===== src/rtl/icache_req_arbiter_pkg.sv =====
// Shared types for the icache request arbiter: icache port structs, frontend exception
// record and the arbiter FSM encoding.
package icache_req_arbiter_pkg;

  localparam int unsigned VLEN        = 39;
  localparam int unsigned XLEN        = 64;
  localparam int unsigned FETCH_WIDTH = 32;

  typedef struct packed {
    logic [XLEN-1:0] cause;
    logic [XLEN-1:0] tval;
    logic            valid;
  } frontend_exception_t;

  // Request towards the icache.
  typedef struct packed {
    logic            req;
    logic            kill_s1;
    logic            kill_s2;
    logic            spec;
    logic [VLEN-1:0] vaddr;
  } icache_dreq_i_t;

  // Response from the icache.
  typedef struct packed {
    logic                   ready;
    logic                   valid;
    logic [FETCH_WIDTH-1:0] data;
    logic [VLEN-1:0]        vaddr;
    frontend_exception_t    ex;
  } icache_dreq_o_t;

  typedef enum logic [1:0] {
    StIdle,
    StReq,
    StWait
  } arb_state_e;

  function automatic int unsigned idx_width(int unsigned n);
    return (n > 1) ? $clog2(n) : 1;
  endfunction

endpackage


===== src/rtl/icache_req_arbiter_rr_arb_ptr.sv =====
// Combinational round-robin pick: first eligible index strictly after last_i, wrapping.
module rr_arb_ptr #(
  parameter int unsigned NumReq = 2,
  parameter int unsigned IdxW   = 1
) (
  input  logic [NumReq-1:0] eligible_i,
  input  logic [IdxW-1:0]   last_i,
  output logic              valid_o,
  output logic [IdxW-1:0]   idx_o
);

  int unsigned     cand;
  logic [IdxW-1:0] cand_idx;

  always_comb begin
    valid_o  = 1'b0;
    idx_o    = '0;
    cand     = 0;
    cand_idx = '0;
    // Walk from last+1 up to last+NumReq so the previous winner is considered last.
    for (int unsigned k = 1; k <= NumReq; k++) begin
      cand     = (32'(last_i) + k) % NumReq;
      cand_idx = cand[IdxW-1:0];
      if (!valid_o && eligible_i[cand_idx]) begin
        valid_o = 1'b1;
        idx_o   = cand_idx;
      end
    end
  end

endmodule


===== src/rtl/icache_req_arbiter.sv =====
// Shares the single icache fetch port between NumReq requesters: round-robin grant,
// one outstanding request, response routed to the owner, owner kill mapped to kill_s1/s2.
module icache_req_arbiter
  import icache_req_arbiter_pkg::*;
#(
  parameter int unsigned NumReq = 2
) (
  input  logic                         clk_i,
  input  logic                         rst_i,
  input  logic [NumReq-1:0]            req_i,
  input  logic [NumReq-1:0][VLEN-1:0]  vaddr_i,
  input  logic [NumReq-1:0]            kill_i,
  output logic [NumReq-1:0]            gnt_o,
  output logic [NumReq-1:0]            rvalid_o,
  output logic [FETCH_WIDTH-1:0]       rdata_o,
  output logic [VLEN-1:0]              rvaddr_o,
  output frontend_exception_t          rex_o,
  output icache_dreq_i_t               icache_dreq_o,
  input  icache_dreq_o_t               icache_dreq_i
);

  localparam int unsigned     IdxW     = idx_width(NumReq);
  localparam logic [IdxW-1:0] LastInit = IdxW'(NumReq - 1);

  arb_state_e      state_q;
  logic [IdxW-1:0] last_gnt_q;
  logic [IdxW-1:0] owner_q;
  logic [VLEN-1:0] vaddr_q;

  logic [NumReq-1:0] eligible;
  logic              win_valid;
  logic [IdxW-1:0]   win_idx;
  logic              owner_kill;

  assign eligible   = req_i & ~kill_i;
  assign owner_kill = kill_i[owner_q];

  rr_arb_ptr #(
    .NumReq (NumReq),
    .IdxW   (IdxW)
  ) u_rr_arb_ptr (
    .eligible_i (eligible),
    .last_i     (last_gnt_q),
    .valid_o    (win_valid),
    .idx_o      (win_idx)
  );

  always_ff @(posedge clk_i) begin
    if (rst_i) begin
      state_q    <= StIdle;
      last_gnt_q <= LastInit;
      owner_q    <= '0;
      vaddr_q    <= '0;
    end else begin
      case (state_q)
        StIdle: begin
          if (win_valid) begin
            owner_q    <= win_idx;
            last_gnt_q <= win_idx;
            vaddr_q    <= vaddr_i[win_idx];
            state_q    <= StReq;
          end
        end
        StReq: begin
          if (owner_kill)               state_q <= StIdle;
          else if (icache_dreq_i.ready) state_q <= StWait;
        end
        StWait: begin
          if (owner_kill || icache_dreq_i.valid) state_q <= StIdle;
        end
        default: state_q <= StIdle;
      endcase
    end
  end

  // Reset gates every strobe so an abort takes effect in the same cycle.
  always_comb begin
    gnt_o               = '0;
    rvalid_o            = '0;
    icache_dreq_o       = '0;
    icache_dreq_o.vaddr = vaddr_q;
    if (!rst_i) begin
      case (state_q)
        StIdle: begin
          if (win_valid) gnt_o[win_idx] = 1'b1;
        end
        StReq: begin
          icache_dreq_o.req = !owner_kill;
        end
        StWait: begin
          if (owner_kill) begin
            icache_dreq_o.kill_s1 = 1'b1;
            icache_dreq_o.kill_s2 = 1'b1;
          end else if (icache_dreq_i.valid) begin
            rvalid_o[owner_q] = 1'b1;
          end
        end
        default: ;
      endcase
    end
  end

  assign rdata_o  = icache_dreq_i.data;
  assign rvaddr_o = icache_dreq_i.vaddr;
  assign rex_o    = icache_dreq_i.ex;

`ifndef SYNTHESIS
  a_gnt_onehot : assert property (@(posedge clk_i) $onehot0(gnt_o));
  a_rvalid_onehot : assert property (@(posedge clk_i) $onehot0(rvalid_o));
  a_valid_in_wait : assert property (@(posedge clk_i) disable iff (rst_i)
    icache_dreq_i.valid |-> (state_q == StWait));
  for (genvar i = 0; i < NumReq; i++) begin : g_vaddr_stable
    a_vaddr_stable : assert property (@(posedge clk_i) disable iff (rst_i)
      (req_i[i] && !gnt_o[i] && !kill_i[i]) ##1 req_i[i] |-> $stable(vaddr_i[i]));
  end
`endif

endmodule


===== config.mk =====
export PLATFORM = sky130hd
export DESIGN_NAME = icache_req_arbiter
export DESIGN_NICKNAME = d
export VERILOG_FILES = /design/src/rtl/icache_req_arbiter_pkg.sv /design/src/rtl/icache_req_arbiter_rr_arb_ptr.sv /design/src/rtl/icache_req_arbiter.sv
export SDC_FILE = /design/constraint.sdc
export NUM_CORES = 1
export LEC_CHECK = 0
export BUFFER_PORTS_ARGS = -buffer_cell sky130_fd_sc_hd__buf_2
export CAP_MARGIN = 10
export CORE_AREA = 3 3 204 206
export CTS_CLUSTER_DIAMETER = 120
export DETAILED_ROUTE_END_ITERATION = 7
export DIE_AREA = 0 0 207 209
export GPL_TIMING_DRIVEN = 0
export PLACE_DENSITY = 0.3
export SLEW_MARGIN = 25
export SYNTH_ARGS = -nofsm -noshare
export SYNTH_HDL_FRONTEND = slang
export SYNTH_SLANG_ARGS = --single-unit

===== constraint.sdc =====
create_clock -name clk_i -period 2.1 [get_ports clk_i]
set_input_delay 0.21 -clock clk_i [delete_from_list [all_inputs] [get_ports clk_i]]
set_output_delay 0.21 -clock clk_i [all_outputs]
set_load 0.02 [all_outputs]

# == After elaboration in Yosys (flattened, before gate mapping) ==
# Cells that the tools add are included.
# word_totals
output_inout_bits,247
elab_cells,60
regBits,43
# op_classes
bitwise_logic,2
n_addsub,2
reduce_logical,9
eq_ne,5
n_mux,32
magnitude_cmp,6
# ops
op,n
$mux 39,2
$mux 2,13
$mux 1,13
$lt 1x2->1 const B,4
$pmux 2 s3,1
$logic_and 1x1->1,3
$mux 3,1
$ne 3x3->1 const B,1
$reduce_and 3->1,1
$add 1x1->1 const B,2
$and 2x2->2,1
$demux 1 s1,2
$eq 2x1->1 const B,1
$eq 2x2->1 const B,1
$ge 1x1->1 const B,2
$logic_not 1->1,2
$logic_not 2->1,1
$ne 2x1->1 const B,1
$ne 2x2->1 const B,1
$not 2->2,1
$reduce_and 2->1,1
$logic_or 1x1->1,1

# == Depth between registers and ports, before layout ==
# Gate-level depths: netlist (run 1).
# depth
depth_word,15
ltp_mapped,6
ltp_nobuf,4

# == Modules after synthesis ==
# A second synthesis (run 1) with hierarchy kept.
# hier_totals
cells_unflattened,408
hier_area_um2,3482.1
# by_module_without_submodules
module,seq_area_each_um2,cells_per_inst,n_inst,area_each_um2
icache_req_arbiter,860.8,406,1,3468.3
rr_arb_ptr,0.0,2,1,13.8

# == Least setup slack after synthesis (run 1) ==
# No wires, ideal clock.
# synth_timing
path_type,register to output
start,reg owner_q
end,out icache_dreq_o[41] (netlist bit)
t_arrival_ns,1.640
stages_incl_launch_ff,4
n_path_buf,1
setup_slack_ns,0.250
path_cell_list,dfxtp_1 -> mux2_2 -> nor4b_1 -> buf_4
# synth_lines
item,line_no,source
"start, declared",icache_req_arbiter.sv:27,logic [IdxW-1:0] owner_q;
"start signal, assigned",icache_req_arbiter.sv:58,owner_q <= win_idx;
"end, declared",icache_req_arbiter.sv:18,"output icache_dreq_i_t icache_dreq_o,"

# == Final worst setup path (run 1) ==
# layout_timing
start,reg state_q[0]
end,out rvalid_o[1]
# layout_via
elab_chain_cells,3
# layout_lines
item,line_no,source
"start, declared",icache_req_arbiter.sv:25,arb_state_e state_q;
"start signal, assigned",icache_req_arbiter.sv:50,state_q <= StIdle;
"start signal, assigned",icache_req_arbiter.sv:61,state_q <= StReq;
"start signal, assigned",icache_req_arbiter.sv:65,if (owner_kill) state_q <= StIdle;
$eq 2x2->1,icache_req_arbiter.sv:83,case (state_q)
$mux 2,icache_req_arbiter.sv:83,
$mux 2,icache_req_arbiter.sv:82,if (!rst_i) begin
"end, declared",icache_req_arbiter.sv:14,"output logic [NumReq-1:0] rvalid_o,"
# No other way between the ends.

==> flow_summary.json, run 1 <==
{
  "vdd_drop_max_mv": 0.2747,
  "grt_pass1_vias": 3650,
  "num_rows": 73,
  "gr-total-overflow": 0,
  "clock-sinks": 43,
  "crit_family": "simple AND/OR/NAND/NOR gates",
  "p_leak_nw": 3.187,
  "area_growth_pct": 77.45,
  "drc": 0,
  "h-tree-depth": 2,
  "routed_wl_mm": 16.82,
  "final_nets": 992,
  "drt_pre_antenna_iters": 4,
  "clock_skew_ns": 0.006323,
  "grt_pass1_wl_mm": 22.63,
  "yosysTopAreaCell": "buf_4",
  "synth-main-ff-cell": "dfxtp_1",
  "synth_nets": 651,
  "synth_most_common_cell": "buf_4",
  "cts_tree": "done",
  "min_period_over_period_pct": 95.81,
  "start_util_pct": 8.373,
  "reg2reg_depth": 7,
  "cp.depth": 4,
  "synth_common_cells": "buf_4, dfxtp_1, a221o_2",
  "final_core_util_pct": 14.86,
  "max_stage_delay_ns": 0.69,
  "rsz0062_at_grt": "no",
  "drive_above_1_share_pct": 86.00,
  "root_buffer": "clkbuf_16",
  "synth-seq-cells": 43,
  "slew_violations": 0,
  "syn_inst": 365,
  "cts_inserted_buffers": 5,
  "period_needed_ns": 2.012,
  "ios": 533,
  "startpoint_type": "register",
  "fmax_ghz": 0.4970,
  "r2r_setup_slack_ns": 0.19,
  "finalPower_mw": 3.204,
  "powerDensity_nw_per_um2": 541.4,
  "netlist_area_um2": 3334,
  "hpwl_mm": 14.28,
  "synth_cell_types": 27,
  "status": "complete, no violations",
  "yosys_warnings": 0,
  "slew_headroom_pct": 55.53,
  "vias": 3575,
  "r2r_start": "state_q[0]$_SDFFE_PP0P_",
  "multi_input_area_um2": 897.1,
  "hp-start": "vaddr_i[49]",
  "antenna_left": 0,
  "wire_per_inst_um": 13.64,
  "synth_edf_count": 0,
  "finalSetupViolations": 0,
  "seqCellArea_um2": 862.1,
  "antenna_found_initial": 1,
  "nFillCells": 4587,
  "critPathSlowestCell": "or4b_2",
  "clock_latency_ns": 0.31,
  "startpoint": "state_q[0]$_SDFFE_PP0P_",
  "crit_end": "rvalid_o[1]",
  "drtIter0Drc": 73,
  "fp.dieArea_um2": 43260,
  "gp_congestion": 0.7151,
  "r2r-end": "vaddr_q[5]$_SDFFE_PP0P_",
  "ys_seq_area_share_pct": 25.82,
  "end_kind": "primary output",
  "via_per_inst": 2.899,
  "core_um2": 39820,
  "chipWidth_um": 207,
  "path_cells": "buf_6 > or4b_2 > nor3b_2 > buf_2",
  "path_class": "reg2out",
  "grt.total_usage_pct": 7.069,
  "synthTopCellsByArea": "buf_4, dfxtp_1, a221o_2",
  "synth.top_cell.area_share_pct": 45.70,
  "cp.required_ns": 1.89,
  "critical_path_buf_inv_count": 2,
  "dieHeight_um": 209,
  "grt_start_max_net_pins": 14,
  "cp.arrival_ns": 1.80,
  "path_max_fanout": 8,
  "syn_avg_cell_area_um2": 9.135,
  "hp-class": "in2reg",
  "clk_path_buf_depth": 2,
  "async_reset_ff_share_pct": 0,
  "max-cap-violations": 0,
  "numPortBuffers": 330,
  "hold_violations": 0,
  "cts.clk_slew.worst_paths_ns": 0.08,
  "tightest_slew_ns": 0.6671
}
-- where the power goes --
part | internal (mW) | leakage, nW | switching [mW]
registers | 0.881 | 0.354 | 0.0356
clock network | 0.686 | 0.0911 | 0.428
logic | 0.560 | 2.74 | 0.614
-- worst min-delay path by stage --
stage | end | cells past startpoint
floorplan | vaddr_q[20]$_SDFFE_PP0P_ | 1
finish | vaddr_q[10]$_SDFFE_PP0P_ | 2
CTS | vaddr_q[26]$_SDFFE_PP0P_ | 2
global placement | vaddr_q[22]$_SDFFE_PP0P_ | 2
global route | vaddr_q[10]$_SDFFE_PP0P_ | 2
detailed placement | vaddr_q[0]$_SDFFE_PP0P_ | 2
-- placed cells by master (no fill, tap or decap), drive strengths merged --
| cell type | instances |
|---|---|
| a21o | 1 |
| inv | 3 |
| mux2 | 1 |
| clkbuf | 18 |
| a211o | 1 |
| o22ai | 1 |
| dfxtp | 43 |
| bufinv | 2 |
| conb | 1 |
| nand3b | 1 |
| nor2 | 3 |
| or4b | 2 |
| a221o | 39 |
| nor3b | 2 |
| a21oi | 1 |
| nor4b | 3 |
| mux2i | 1 |
| and2 | 39 |
| buf | 538 |
| nand4b | 1 |
| nor3 | 5 |
| a31oi | 1 |
| diode | 1 |
-- metrics by stage --
stage	worst slack, ns	TNS [ns]	std cells	area, µm²	hold WS, ns
after global placement	-0.4987	-15.06	1220	5643	0.4357
after floorplan	0.2500	0	365	3334	0.3489
final	0.08806	0	1233	5917	0.1174
after global routing	0.0006157	0	1232	5914	0.09716
after detailed placement	-0.4623	-13.00	1220	5643	0.4405
after CTS	-0.09171	-0.09171	1230	5879	0.08940
-- state kept, by name (all words and copies together), names as in the netlist --
name,cells
vaddr_q,39
state_q,2
owner_q,1
last_gnt_q,1
-- layer usage --
metal | track usage, % | share of wire [%] | vias up
li1 | - | - | 1714
met1 | 6.991 | 35 | 1567
met2 | 13.53 | 54 | 279
met3 | 2.732 | 9.7 | 13
met4 | 2.224 | 1.6 | 2
met5 | 0 | 0.077 | -
-- cell type report --
class | instances | share of cell area, %
clock inverters | 2 | 1.015
flip-flops and latches | 43 | 14.57
well taps | 525 | 11.10
inverters | 3 | 0.1903
clock buffers | 6 | 2.178
diodes | 1 | 0.04229
repair buffers | 334 | 28.67
plain buffers | 216 | 27.07
multi-input cells | 103 | 15.16
-- cells by family after synthesis --
family	after synthesis	synth area share, %
flip-flops	43	25.82
AO/OA/AOI/OAI	44	13.81
other	1	0.1125
multiplexers	2	0.6379
AND/OR/NAND/NOR	56	11.78
buffers and inverters	219	47.84
-- what timing repair did --
| item | 4_1_cts | 5_1_grt |
|---|---|---|
| gates resized for setup | 12 | 3 |
| setup buffers | 2 | 2 |
| hold buffers | 0 | 0 |
| endpoints found under the setup margin | 43 | 21 |
| pin swaps | 1 | 2 |
| hold endpoints to repair | 0 | 0 |
Note: power is estimated with default switching activity, not from simulation.
==> inputs of run 2 (changes only) <==
--- a/config.mk
+++ b/config.mk
@@ -13,6 +13,7 @@
 export DIE_AREA = 0 0 207 209
 export GPL_TIMING_DRIVEN = 0
 export PLACE_DENSITY = 0.3
+export RECOVER_POWER = 100
 export SLEW_MARGIN = 25
 export SYNTH_ARGS = -nofsm -noshare
 export SYNTH_HDL_FRONTEND = slang
==> run 2 against run 1 <==
  * Worst hold slack about the same
  * Clock skew barely moved
  * Utilization decreased by 0.78 points
  * Critical endpoint unchanged
  * Largest cell class unchanged
==> flow_summary.json, run 2 (synthesized netlist as in run 1, its figures left out) <==
{
  "status": "complete, no violations",
  "ios": 533,
  "grt_start_max_net_pins": 14,
  "grt_pass1_vias": 3650,
  "num_rows": 73,
  "grt.total_usage_pct": 7.069,
  "gp_congestion": 0.7151,
  "period_needed_ns": 2.012,
  "dieHeight_um": 209,
  "max-cap-violations": 0,
  "gr-total-overflow": 0,
  "mostFrequentLayoutCells": "clkbuf_1, buf_4, buf_2, dfxtp_1, a221o_2",
  "cp.arrival_ns": 1.80,
  "slew_violations": 0,
  "dp_slack_ns": -0.4623,
  "final_core_util_pct": 14.08,
  "via_per_inst": 2.890,
  "antenna_found_initial": 1,
  "root_buffer": "clkbuf_16",
  "slew_headroom_pct": 56.53,
  "routed_wl_mm": 16.98,
  "largest_reg_flops": 39,
  "chipWidth_um": 207,
  "cts.clk_slew.worst_paths_ns": 0.08,
  "p_leak_nw": 2.466,
  "grt_pass1_wl_mm": 22.63,
  "vdd_drop_max_mv": 0.2746,
  "finalSetupViolations": 0,
  "fmax_ghz": 0.4971,
  "vias": 3563,
  "drtIter0Drc": 72,
  "antenna_left": 0,
  "setup_slack_ns": 0.08849,
  "min_period_over_period_pct": 95.79,
  "clock-sinks": 43,
  "reg_top3": "vaddr_q x39, state_q x2",
  "numPortBuffers": 330,
  "clk_path_buf_depth": 2,
  "fin_cells": 1233,
  "wire_per_inst_um": 13.77,
  "end_kind": "primary output",
  "hp-class": "in2reg",
  "nFillCells": 4696,
  "drc": 0,
  "path_class": "reg2out",
  "critPathSlowestCell": "or4b_2",
  "tightest_slew_ns": 0.6521,
  "multi_input_area_um2": 897.1,
  "setup_tns_ns": 0,
  "hpwl_mm": 14.28,
  "final_cell_area_um2": 5608,
  "start_util_pct": 8.373,
  "seqCellArea_um2": 862.1,
  "regMostFlops": "vaddr_q",
  "drive_above_1_share_pct": 51.63,
  "drt_pre_antenna_iters": 4,
  "path_cells": "buf_6 > or4b_2 > nor3b_2 > buf_2",
  "ctsHoldBuffers": 0,
  "clock_latency_ns": 0.31,
  "final_common_cell": "clkbuf_1",
  "dpl_cell_area_um2": 5643,
  "cts_inserted_buffers": 5,
  "place_inst": 1220,
  "critical_path_buf_inv_count": 2,
  "final_nets": 992,
  "clock_skew_ns": 0.006066,
  "rsz0062_at_grt": "no",
  "cp.required_ns": 1.89,
  "cts_tree": "done",
  "hold_ws_ns": 0.1174,
  "max_stage_delay_ns": 0.69,
  "crit_family": "simple AND/OR/NAND/NOR gates",
  "finalPower_mw": 3.140,
  "startpoint_type": "register",
  "path_max_fanout": 8,
  "core_um2": 39820,
  "hold_violations": 0,
  "fp.dieArea_um2": 43260,
  "h-tree-depth": 2,
  "powerDensity_nw_per_um2": 560.0,
  "area_growth_pct": 68.18
}
run 2: per-layer routing:
layer	routed length, µm	vias up	track usage [%]
met3	1661	13	2.732
met1	5991	1557	6.991
li1	-	1714	-
met4	274	2	2.224
met5	13	-	0
met2	9039	277	13.53
run 2: area by class of cell:
class,instances,area share [%]
diodes,1,0.04462
plain buffers,216,28.45
clock buffers,6,2.298
clock inverters,2,1.071
inverters,3,0.2008
multi-input cells,103,16.00
flip-flops and latches,43,15.37
well taps,525,11.71
repair buffers,334,24.86
run 2: timing repair:
| item | 4_1_cts | 5_1_grt |
|---|---|---|
| setup endpoints to repair | 43 | 21 |
| resized for setup | 12 | 3 |
| pin swaps | 1 | 2 |
| setup buffers | 2 | 2 |
run 2: worst reg2reg max path, cell delays in order, from the launching register on:
cell	delay [ns]
dfxtp_1	0.31
buf_6	0.13
or4b_4	0.56
nor3_4	0.17
buf_4	0.17
buf_2	0.26
and2_2	0.19
a221o_2	0.09
run 2: where the power goes:
part | total, mW | switching, mW | internal [mW]
clock | 1.11 | 0.429 | 0.686
combinational | 1.11 | 0.621 | 0.485
sequential | 0.919 | 0.0378 | 0.881
run 2: path summary, 6_finish.rpt:
| path | slack, ns | from | end | depth (start not counted) |
|---|---|---|---|---|
| worst max-delay path | 0.09 | state_q[0]$_SDFFE_PP0P_ | rvalid_o[1] | 4 |
| worst min-delay path | 0.12 | vaddr_i[49] | vaddr_q[10]$_SDFFE_PP0P_ | 2 |
| worst max register to register | 0.17 | state_q[0]$_SDFFE_PP0P_ | vaddr_q[3]$_SDFFE_PP0P_ | 7 |
| worst min register to register | 0.48 | state_q[1]$_SDFFE_PP0P_ | state_q[0]$_SDFFE_PP0P_ | 1 |
